==> config.mk <==
export PLATFORM = sky130hd
export DESIGN_NAME = countdown_timer
export DESIGN_NICKNAME = d
export VERILOG_FILES = /design/src/rtl/countdown_timer.sv
export SDC_FILE = /design/constraint.sdc
export NUM_CORES = 1
export LEC_CHECK = 0
export BUFFER_PORTS_ARGS = -buffer_cell sky130_fd_sc_hd__buf_2
export CAP_MARGIN = 10
export CORE_MARGIN = 2
export CORE_UTILIZATION = 50
export DETAILED_ROUTE_END_ITERATION = 8
export PLACE_DENSITY = 0.73
export SLEW_MARGIN = 20
export SYNTH_ARGS = -nofsm -noshare
export SYNTH_HDL_FRONTEND = slang
export SYNTH_SLANG_ARGS = --single-unit
export TNS_END_PERCENT = 5
==> constraint.sdc <==
create_clock -name clk -period 5.8 [get_ports clk]
set_input_delay 0.29 -clock clk [delete_from_list [all_inputs] [get_ports clk]]
set_output_delay 0.29 -clock clk [all_outputs]
set_load 0.02 [all_outputs]
==> src/rtl/countdown_timer.sv <==
// MM:SS countdown timer driven by the upstream tick stream.
// Holds the time in binary; BCD digits, running, done and expired are all registered outputs.
module countdown_timer #(
   parameter int unsigned TICKS_PER_SEC = 1000,
   parameter int unsigned MAX_MIN       = 99
) (
   input  logic       clk,
   input  logic       rst,
   input  logic       tick,
   input  logic       load,
   input  logic [6:0] preset_min,
   input  logic [5:0] preset_sec,
   input  logic       start,
   input  logic       pause,
   output logic [7:0] min_bcd,
   output logic [7:0] sec_bcd,
   output logic       running,
   output logic       done,
   output logic       expired
);

   localparam int unsigned     SubW    = (TICKS_PER_SEC > 1) ? $clog2(TICKS_PER_SEC) : 1;
   localparam logic [SubW-1:0] SubLast = SubW'(TICKS_PER_SEC - 1);
   localparam logic [6:0]      MaxMin  = 7'(MAX_MIN);
   localparam logic [5:0]      MaxSec  = 6'd59;

   typedef enum logic [1:0] {StIdle, StRun, StPause, StExpired} state_e;

   state_e          state_q, state_d;
   logic [6:0]      min_q, min_d;
   logic [5:0]      sec_q, sec_d;
   logic [SubW-1:0] sub_q, sub_d;
   logic            tick_prev_q;
   logic            tick_rise;
   logic            done_d;
   logic [7:0]      min_bcd_q, sec_bcd_q;
   logic            running_q, done_q, expired_q;

   // Binary 0..99 to two BCD digits {tens, ones}.
   function automatic logic [7:0] to_bcd(input logic [6:0] v);
      logic [3:0] tens;
      logic [3:0] ones;
      tens = 4'(v / 7'd10);
      ones = 4'(v % 7'd10);
      return {tens, ones};
   endfunction

   assign tick_rise = tick & ~tick_prev_q;

   // Next-state: load has priority over everything; then per-state start/pause/tick handling.
   always_comb begin
      state_d = state_q;
      min_d   = min_q;
      sec_d   = sec_q;
      sub_d   = sub_q;
      done_d  = 1'b0;
      if (load) begin
         min_d   = (preset_min > MaxMin) ? MaxMin : preset_min;
         sec_d   = (preset_sec > MaxSec) ? MaxSec : preset_sec;
         sub_d   = '0;
         state_d = StIdle;
      end else begin
         unique case (state_q)
            StIdle: begin
               // pause wins over a coincident start
               if (start && !pause && (min_q != 7'd0 || sec_q != 6'd0)) state_d = StRun;
            end
            StRun: begin
               // pause freezes immediately; a tick edge in the same cycle is dropped
               if (pause) begin
                  state_d = StPause;
               end else if (tick_rise) begin
                  if (sub_q == SubLast) begin
                     sub_d = '0;
                     if (sec_q != 6'd0) begin
                        sec_d = sec_q - 6'd1;
                     end else if (min_q != 7'd0) begin
                        sec_d = MaxSec;
                        min_d = min_q - 7'd1;
                     end
                     if (min_d == 7'd0 && sec_d == 6'd0) begin
                        state_d = StExpired;
                        done_d  = 1'b1;
                     end
                  end else begin
                     sub_d = sub_q + 1'b1;
                  end
               end
            end
            StPause: begin
               if (start && !pause) state_d = StRun;
            end
            StExpired: begin
               state_d = StExpired;
            end
            default: state_d = StIdle;
         endcase
      end
   end

   // State and registered outputs; BCD is taken from the next value so display has no extra lag.
   always_ff @(posedge clk) begin
      if (rst) begin
         state_q     <= StIdle;
         min_q       <= '0;
         sec_q       <= '0;
         sub_q       <= '0;
         tick_prev_q <= 1'b0;
         min_bcd_q   <= 8'h00;
         sec_bcd_q   <= 8'h00;
         running_q   <= 1'b0;
         done_q      <= 1'b0;
         expired_q   <= 1'b0;
      end else begin
         state_q     <= state_d;
         min_q       <= min_d;
         sec_q       <= sec_d;
         sub_q       <= sub_d;
         tick_prev_q <= tick;
         min_bcd_q   <= to_bcd(min_d);
         sec_bcd_q   <= to_bcd({1'b0, sec_d});
         running_q   <= (state_d == StRun);
         done_q      <= done_d;
         expired_q   <= (state_d == StExpired);
      end
   end

   assign min_bcd = min_bcd_q;
   assign sec_bcd = sec_bcd_q;
   assign running = running_q;
   assign done    = done_q;
   assign expired = expired_q;

endmodule

==> flow_summary.yaml <==
final_layout:
  final_util: 0.5909
  antennaDiodeCount: 0
  drive_above_1_share: 0.2393
  design_area_mm2: 0.003540
  fin_nets: 451
  areaGrowthSynthToFinish_pct: 13.43
critical_path:
  end_kind: "register"
  worstPathArrival_ns: 5.63
  slowest_delay_ns: 0.37
  critPathRequiredTime_ns: 5.97
  reg2reg_depth: 24
  crit_slowest_cell: "a2111o_1"
  cp.buffers_inverters: 1
  crit_path_cell_trace: "inv_1, ha_2, nor3b_4, nor3_1, a211o_1, o211ai_4, ha_2, nor2_1, a311oi_2, nor2_1, a221oi_2, ha_1, a21oi_2, o31ai_2, nor2_2, xnor2_1, ha_2, nand2b_1, o41ai_1, a41o_1, a2111o_1, o211ai_1, and3_1, nor3_1"
  critPathLaunchType: "register"
  cp_common_cell: "ha_2"
  crit_type: "reg -> reg"
  critical_path.top_delay_family: "compound AO/OA/AOI/OAI gates"
  path_depth: 24
  cp_max_fo: 7
timing:
  finalClockSkew_ns: 0.002782
  setup_ws_ns: 0.3444
  layout_min_cycle_time_ns: 5.456
  final_max_slew_viol_count: 0
  setup_viol: 0
  timing.final.crit_share: 0.9406
  hold_violations: 0
  tightest_slew_ns: 0.8147
  timing.fmax_mhz: 183.3
  relSlewSlack: 0.4543
yosys:
  ys_ff_latch: 42
  ys_types: 81
  synth-main-ff-cell: "dfxtp_1"
  mappedNetlistNets: 410
  synth.area.top_cells: "dfxtp_1, nor2_1, ha_1"
  avgSynthCellArea_um2: 8.212
  yosys.cell_count.top_type: "nor2_1"
  synth_warnings: 0
  synth_edf_count: 0
  yosysSeqAreaShare: 0.2694
  synth_area_mm2: 0.003120
  yosys.area.top_type: "dfxtp_1"
  synth_top_area_share: 0.2694
  synthCells: 380
  synth_async_sr_flop_share: 0
  synthTopCellsByCount: "nor2_1, dfxtp_1, nand2_1, a21oi_1, inv_1"
grt:
  overflow: 0
  grt_first_pass_wirelength_mm: 12.41
  antenna_found_initial: 0
  first_global_vias: 2641
  grt.total_usage: 0.2170
  grt_max_degree: 30
drt:
  avgRoutedWirePerCell_um: 15.28
  antenna_left: 0
  wl_mm: 7.593
  drc: 0
  drt_iter0_drc: 179
  first_pass_iters: 4
  viasPerCell: 5.918
  vias: 2941
placement:
  routabilityCongestion: 0.9949
  portBuffers: 36
  dpl-instance-area_mm2: 0.003388
  dp_hpwl_mm: 5.606
  pre_cts_ws_ns: -0.05943
die:
  die_h_um: 83
  pin_count: 38
  die_area_mm2: 0.006889
  start_util: 0.5209
  rows: 28
  core_mm2: 0.005991
  die_w_um: 83
clock_tree:
  htreeDepth: 2
  numCtsBuffers: 5
  cts_hold_buf: 0
  clock_latency_ns: 0.30
  cts_tree: "built"
  cts.sinks: 42
  clockRootBuffer: "clkbuf_8"
  clock_path_buffers: 2
  path_clk_slew_ns: 0.08
status:
  status: "finished, final reports clean"
power_and_ir_drop:
  p_total_uw: 802.1
  ir_drop_v: 0.0001341
  p_per_area_mw_per_mm2: 226.6
  leakage_nw: 1.428
hold_path:
  holdPathStages: 2
  min_path_type: "in -> reg"
run:
  maxCapViolations: 0
## layout make-up
cell class	instances	area, um^2
timing repair buffer	51	292.8
tap	75	93.84
sequential	42	840.8
inverter	17	63.81
clock inverter	1	5.005
fill	540	2451
multi-input combinational	304	2157
clock buffer	7	86.33
## sequential cells by signal, indices dropped and copies added (netlist names), 2 cells and up
signal,count
state_q,2
sec_bcd,6
sec_q,6
min_q,7
min_bcd,7
sub_q,10
## per-layer routing
| metal | track usage | up-vias | share of wire |
|---|---|---|---|
| met5 | 0 | - | 0 |
| met4 | 0.07004 | 0 | 0.012 |
| met3 | 0.04076 | 9 | 0.049 |
| met2 | 0.3402 | 69 | 0.46 |
| met1 | 0.3008 | 1371 | 0.48 |
| li1 | - | 1492 | - |
## cell families (layout without fill, tap and decap cells)
group	after synthesis	count (layout)	synth area share
buffers and inverters	34	76	0.04892
multiplexers	3	3	0.01123
flip-flops	42	42	0.2694
AO/OA/AOI/OAI	102	102	0.2699
AND/OR/NAND/NOR	171	171	0.3095
XOR/XNOR	14	14	0.03930
other	1	1	0.001202
adder cells (fa/ha/maj)	13	13	0.05052
## worst reg2reg max path, cell delays in order, from the launching register on
cell and delay (ns):
dfxtp_1 0.36, inv_1 0.15, ha_2 0.25, nor3b_4 0.25, nor3_1 0.08, a211o_1 0.32
o211ai_4 0.24, ha_2 0.26, nor2_1 0.06, a311oi_2 0.36, nor2_1 0.10, a221oi_2 0.35
ha_1 0.27, a21oi_2 0.08, o31ai_2 0.32, nor2_2 0.12, xnor2_1 0.22, ha_2 0.27
nand2b_1 0.12, o41ai_1 0.07, a41o_1 0.23, a2111o_1 0.37, o211ai_1 0.20, and3_1 0.22
nor3_1 0.05
## placed cells by master, fill, tap and decap left out, types with 6 or more instances in the layout
master | synthesis | final
a21o_1 | 7 | 7
xnor2_1 | 8 | 8
xor2_1 | 6 | 6
a31oi_1 | 6 | 6
nor2_1 | 50 | 49
a21oi_1 | 19 | 18
ha_1 | 11 | 7
nand2b_1 | 6 | 6
buf_4 | 4 | 15
buf_2 | 2 | 36
nand3_1 | 8 | 8
nor3_1 | 13 | 13
nand2_1 | 23 | 23
o21ai_0 | 10 | 9
inv_1 | 14 | 14
clkbuf_8 | 0 | 6
dfxtp_1 | 42 | 42
nand4_1 | 9 | 9
and3_1 | 8 | 8
or2_2 | 7 | 7
nor2b_1 | 12 | 11
## where the power goes
part / internal (mW) / leakage, nW / switching (mW)
clock: 0.0961 / 0.0482 / 0.103
combinational: 0.117 / 1.04 / 0.163
sequential: 0.309 / 0.345 / 0.0139
total: 0.522 / 1.43 / 0.280
## metrics by stage
step | std cells | hold WS, ns | setup TNS [ns]
floorplan | 380 | 0.4182 | 0
global placement | 485 | 0.4766 | 0
detailed placement | 485 | 0.4913 | -0.09735
CTS | 493 | 0.2531 | 0
global route | 497 | 0.2792 | -0.1509
finish | 497 | 0.2615 | 0
## what timing repair did
action / 4_1_cts / 5_1_grt
setup endpoints to repair: 2 / 3
gates resized for setup: 3 / 7
setup buffers: 0 / 4
pin swaps: 0 / 6
## path summary, 6_finish.rpt
kind	start	slack (ns)	end
hold / removal	tick	0.26	tick_prev_q
setup reg to reg	sec_q[0]	0.34	sec_bcd[1]
hold reg to reg	sub_q[1]	0.51	sub_q[1]
setup / recovery	sec_q[0]	0.34	sec_bcd[1]
(Power assumes the default switching activity.)
